===== src/rtl/erode.sv =====
// Binary 3x3 erosion over the half-resolution grid carried by the VGA counters.
// It reads three one-row line buffers and has a two-stage registered output pipeline.
module erode #(
  parameter int unsigned Hor_Addr_Time = 800,
  parameter int unsigned Width         = Hor_Addr_Time >> 1,
  parameter int unsigned Ver_Addr_Time = 600,
  parameter int unsigned Height        = Ver_Addr_Time >> 1
) (
  input  logic        clk,
  input  logic        rst,
  input  logic [10:0] hcount,
  input  logic [10:0] vcount,
  input  logic        bin_value,
  output logic        erode_value
);

  localparam int unsigned IDX_W = $clog2(Width);
  localparam logic [11:0] W12   = 12'(Width);
  localparam logic [11:0] H12   = 12'(Height);

  logic [11:0]      x12;
  logic [11:0]      y12;
  logic             wr_en_c;
  logic             rot_c;
  logic             centre_valid_c;
  logic [2:0]       row_and_c;
  logic [Width-1:0] lb [3];
  logic [2:0]       row_and_q;
  logic             centre_valid_q;

  // Coordinates are 12 bits wide so that x-c and y-2+r go negative instead of wrapping.
  assign x12 = {2'b00, hcount[10:1]};
  assign y12 = {2'b00, vcount[10:1]};

  assign wr_en_c = ~vcount[0] & ~hcount[0] & (x12 < W12);
  assign rot_c   = ~vcount[0] & (hcount == 11'd0);

  assign centre_valid_c = (x12 >= 12'd1) && (x12 <= W12) &&
                          (y12 >= 12'd1) && (y12 <= H12);

  // lb[0] holds row y-2, lb[1] row y-1, lb[2] row y. Non-blocking assignments make the
  // rotation take the old lb[2] while the same edge writes the new pixel.
  always_ff @(posedge clk or posedge rst) begin
    if (rst) begin
      lb[0] <= '0;
      lb[1] <= '0;
      lb[2] <= '0;
    end else begin
      if (rot_c) begin
        lb[0] <= lb[1];
        lb[1] <= lb[2];
      end
      if (wr_en_c) begin
        lb[2][x12[IDX_W-1:0]] <= bin_value;
      end
    end
  end

  // A tap outside the grid reads as 1, so erosion leaves the image borders intact.
  for (genvar r = 0; r < 3; r++) begin : g_row
    logic [11:0] ty;
    logic [2:0]  tap_c;
    logic        row_ok;
    assign ty     = y12 - 12'(2 - r);
    assign row_ok = ~ty[11] && (ty < H12);
    for (genvar c = 0; c < 3; c++) begin : g_col
      logic [11:0] tx;
      assign tx       = x12 - 12'(c);
      assign tap_c[c] = (row_ok && ~tx[11] && (tx < W12)) ? lb[r][tx[IDX_W-1:0]] : 1'b1;
    end
    assign row_and_c[r] = &tap_c;
  end

  always_ff @(posedge clk or posedge rst) begin
    if (rst) begin
      row_and_q      <= '0;
      centre_valid_q <= 1'b0;
      erode_value    <= 1'b0;
    end else begin
      row_and_q      <= row_and_c;
      centre_valid_q <= centre_valid_c;
      erode_value    <= (&row_and_q) & centre_valid_q;
    end
  end

endmodule


===== config.mk =====
export PLATFORM = sky130hd
export DESIGN_NAME = erode
export DESIGN_NICKNAME = d
export VERILOG_FILES = /design/src/rtl/erode.sv
export SDC_FILE = /design/constraint.sdc
export NUM_CORES = 2
export LEC_CHECK = 0
export ABC_AREA = 0
export ABC_CLOCK_PERIOD_IN_PS = 46000
export BUFFER_PORTS_ARGS = -buffer_cell sky130_fd_sc_hd__buf_2
export CELL_PAD_IN_SITES_DETAIL_PLACEMENT = 0
export CELL_PAD_IN_SITES_GLOBAL_PLACEMENT = 1
export CORE_MARGIN = 2
export CORE_UTILIZATION = 25
export CTS_BUF_LIST = sky130_fd_sc_hd__clkbuf_4 sky130_fd_sc_hd__clkbuf_8
export CTS_CLUSTER_SIZE = 30
export DETAILED_ROUTE_END_ITERATION = 12
export PLACE_DENSITY = 0.54
export SETUP_SLACK_MARGIN = 0.1
export SLEW_MARGIN = 20
export SYNTH_ARGS = -nofsm -noshare
export SYNTH_HDL_FRONTEND = slang
export SYNTH_SLANG_ARGS = --single-unit

===== constraint.sdc =====
create_clock -name clk -period 46 [get_ports clk]
set_clock_uncertainty 0.1 [all_clocks]
set_input_delay 4.6 -clock clk [delete_from_list [all_inputs] [get_ports clk]]
set_output_delay 4.6 -clock clk [all_outputs]
set_load 0.02 [all_outputs]

== Word level (Yosys, flattened, before mapping) ==
Cells that the tools add are included.
Cells by class
  multiplexer cells: 30
  $add $sub $neg: 4
  reduce and logical (&&, ||, !) cells: 26
  bitwise gates (word level): 10
  magnitude comparators: 14
Operators with widths (count)
  $bwmux W400: 1
  $bmux W1 S9: 9
  $lt A12 B9 Y1 const B: 4
  $lt A9 B10 Y1 const B: 3
  $sub A10 B1 Y11 const B: 2
  $sub A10 B2 Y11 const B: 2
  $logic_and A1 B1 Y1: 21
  $ge A10 B1 Y1 const B: 2
  $le A10 B9 Y1 const B: 2
  $lt A10 B9 Y1 const B: 2
  $mux W1: 19
  $reduce_and A3 Y1: 4
  $logic_not A11 Y1: 1
  $demux W1 S9: 1
  $ge A9 B1 Y1 const B: 1
  $not A1 Y1: 6
  $and A1 B1 Y1: 4
Storage, ports and cells
  register bits after elaboration: 1205
  output and inout bits: 1
  input port bits: 25
  logic and storage cells: 90

== Logic depth before layout (Yosys ltp) ==
  depth in word-level cells: 7
  gate-level depth with buffers: 21
  gate-level depth less buffers: 10

== Least setup slack after synthesis ==
No wires, ideal clock.
  path kind: input-to-reg
  from: input hcount[1]
  to: register row_and_q[0]
  required time: 45766 ps
  setup slack: 37079 ps
  cell stages on the path: 17
  library setup time: 134 ps
  path buffers: 7
  data arrival time: 8687 ps
  path through: buf_6 buf_8 buf_8 inv_2 buf_2 clkbuf_1 buf_2 ha_1 or3b_2 xnor2_4 buf_2 mux4_2 or2_0 a311oi_1 a311oi_1 nor4_1 a311oi_1
On the way
  cells in the longest elaborated chain, start to end: 6
  elaborated cells on any way between the ends: 22
  classes of those cells: 2 x add/sub; 3 x order compare; 9 x mux; 2 x bitwise; 6 x reduce/logical
RTL lines
  from (decl): line 11  | input logic [10:0] hcount,
  parallel branches: the longest is 5 deep, another holds $sub A10 B1 Y11
  $reduce_and A3 Y1 (*): line 71  | assign row_and_c[r] = &tap_c;
  via row_and_c[0]: line 26  | logic [2:0] row_and_c;
  to (signal assigned): line 80  | row_and_q <= row_and_c;
  to (decl): line 28  | logic [2:0] row_and_q;
Mark *: on every way through the listed nets, which the timed path passes. The select of a mux whose other input is x is not followed.
A chain may end at the register's enable or synchronous reset.

== Worst setup path in the final report ==
  from: input hcount[2]
  to: register row_and_q[2]
The elaborated chain is that of the path after synthesis.

==> results by group <==
Status
  – Outcome: completed

Final layout
  – Layout area overhead: 12.12%
  – Share of layout cells above drive strength 1: 0.4532
  – Fill cells: 31,038
  – Final std cells w/o fill: 9,829
  – Register area: 30,150 um2
  – Final core utilization: 0.2821
  – Multi-input logic area: 44,280 um2
  – Fin area: 86,340 um2
  – Final #Nets: 5,564

Logic synthesis
  – Post-synth net total: 5,697
  – Largest family of logic cells by synthesized area: multiplexers
  – Number of synthesized flops with an enable pin: 0
  – XOR/XNOR Fraction of Synth Area: 0.003412
  – Yosys cell types: 88
  – Synth Area in Compound Gates: 0.04231
  – Top cell type's share of synthesized area: 0.3916
  – Synth Area in Simple Gates: 0.07201
  – Synthesis Warnings: 0
  – Yosys reg bits: 1,205
  – Yosys top cell by area: dfrtp_1
  – Adder-Cell Fraction of Synth Area: 0.001300
  – Post-synth top cells: dfrtp_1 (1,205), mux4_2 (1,002), mux2_2 (893)
  – Most numerous cell in the Yosys netlist: dfrtp_1
  – Synthesized cell area: 77,000 um2
  – Mux cell area share after synthesis: 0.4495
  – Ys flop type: dfrtp_1
  – Post-synthesis cell count: 5,664
  – Top cells by area, synth: dfrtp_1 (39%), mux4_2 (29%), mux2_2 (13%)
  – Syn avg cell area: 13.60 um2
  – Register area share after synthesis: 0.3916
  – Async S/R FF share, synth: 1.000

Place
  – Pre-CTS WS: 34.35 ns
  – Placed Instances: 9,401
  – Placed Area: 81,110 um2
  – Number of port buffers: 25
  – GP Congestion: 0.8973
  – DP HPWL: 206,700 um

Global routing
  – Overflow after GRT: 0
  – Antenna violations before repair: 25
  – GR Util All Layers: 0.1995
  – Largest net degree at the start of global routing: 153
  – Number of global-route vias before repair: 56,457
  – First-pass GRT wire length: 454,100 um

Detailed routing
  – Antenna viol nets, final: 0
  – Drt wl/cell: 32.40 um
  – Residual DRC: 0
  – Vias: 56,602
  – DRT iter0 DRCs: 6,802
  – Wirelength, routed: 318,400 um
  – Drt pass-1 iters: 6
  – Vias per cell: 5.759

Floorplanning
  – Top-Level Pins: 26
  – DIE AREA: 312,500 um2
  – # rows: 203
  – Area of the core: 306,100 um2
  – Initial core utilization: 0.2516
  – Chip width: 559.0 um
  – Die H: 559.0 um

Timing
  – Maximum clock frequency: 94.43 MHz
  – Final setup margin: 35.41 ns
  – Final setup viols: 0
  – Hold_ws: 0.4361 ns
  – Final hold vios: 0
  – RSZ-0062 raised after global routing: false
  – Slew margin rel.: 0.1527
  – Setup_tns: 0 ns
  – Period minus WS final: 10.59 ns
  – Worst Tran Pin Value: 1.270 ns
  – Slew Limit Fails: 0
  – Final Cycle Share: 0.2302

Clock tree
  – CTS tree: yes
  – Worst-skew pair later-pin latency: 1.03 ns
  – Post-cts resize count: 0
  – Setup Fix Bufs, Post-CTS: 0
  – CTS buffer count: 227
  – Hold buffer count at CTS: 0
  – Clock buffer depth: 3
  – H-tree Lvls: 4
  – Root Driver: clkbuf_8
  – Clock-pin slew on the worst setup and hold paths: 0.06 ns
  – Clk sinks: 1,205

Min path
  – Min-delay src: lb[1186]
  – Worst hold path type: reg -> reg

Critical path
  – Critical Path RT: 46.74 ns
  – Critical Path AT: 11.33 ns
  – CP Cell Sequence: buf_8 > clkinv_2 > buf_4 > ha_4 > nor2b_1 > xor2_4 > buf_4 > nor2_2 > buf_4 > nand3_1 > a31oi_1 > a21oi_1 > o311ai_1 > a311oi_1
  – FF-to-FF Start: lb[667]
  – Setup crit start: hcount[2]
  – Worst path max stage delay: 1.03 ns
  – CP dominant cell by count: buf_4
  – Setup crit end kind: flip-flop
  – Critical path class: in -> reg
  – Worst path slowest cell: o311ai_1
  – Startpoint Class: primary input
  – CP max FO: 50

Pwr
  – PwrDens: 29.31 nW/um2
  – Peak supply drop: 22.40 uV
  – Pwr Total: 2.531 mW
  – Leakage power: 36.72 nW

Job
  – Max Cap Viol: 0
-- where the power goes --
group / switching [mW] / internal (mW)
logic: 0.196 / 0.0745
clock network: 0.517 / 0.675
registers: 0.00428 / 1.06
total: 0.718 / 1.81
-- final timing paths --
check                               end  slack, ns  depth (start not counted)
setup reg to reg           row_and_q[1]      42.03                          7
min in group asynchronous       lb[590]       3.67                          2
max in group asynchronous      lb[1184]      38.99                          5
hold / removal                 lb[1186]       0.44                          1
setup / recovery           row_and_q[2]      35.41                         14
hold reg to reg                lb[1186]       0.44                          1
-- flip-flops by register name, summed over array words and instances (netlist names) --
signal	flops
lb	1200
row_and_q	3
centre_valid_q	1
erode_value	1
-- layer usage --
layer	global-route usage	vias to the layer above	share of wire
met4	0.09209	14	0.052
li1	-	22068	-
met2	0.3014	3132	0.45
met3	0.04776	730	0.090
met1	0.2694	30658	0.41
met5	0	-	0.00026
-- worst max-delay path, delay by kind of cell --
family,cells,cell delay [ns]
AND/OR/NAND/NOR,3,1.86
XOR/XNOR,1,0.45
buffers and inverters,5,2.29
adder cells (fa/ha/maj),1,0.31
AO/OA/AOI/OAI,4,1.59
-- placed cells by master, fill, tap and decap left out, types with 31 or more instances in the layout --
master,instances
dfrtp_1,1205
mux4_2,1002
mux2_2,893
nand2_1,533
nand3_1,333
clkbuf_8,300
o21ai_0,257
nor2_1,208
buf_4,151
mux2i_1,107
mux2_1,77
clkbuf_4,66
a21oi_1,46
clkinv_2,32
a31oi_1,31
-- logic make-up (layout without fill, tap and decap cells) --
| logic type | count (synthesis) | in the layout |
|---|---|---|
| muxes | 2081 | 2081 |
| and+or+nand+nor | 1260 | 1260 |
| DFF | 1205 | 1205 |
| buffers and inverters | 565 | 618 |
| AOI/OAI and AO/OA | 518 | 518 |
| xor gates and xnor gates | 27 | 27 |
| adders and majority gates | 8 | 8 |
| other | 0 | 12 |
-- layout make-up --
class / instances / area share
diodes: 12 / 0.0003478
clock buffers: 365 / 0.05340
clock inverters: 50 / 0.006130
inverters: 15 / 0.0007826
multi-input cells: 3894 / 0.5129
flip-flops and latches: 1205 / 0.3493
well taps: 4100 / 0.05942
repair buffers: 188 / 0.01772
Note: power is estimated with default switching activity, not from simulation.
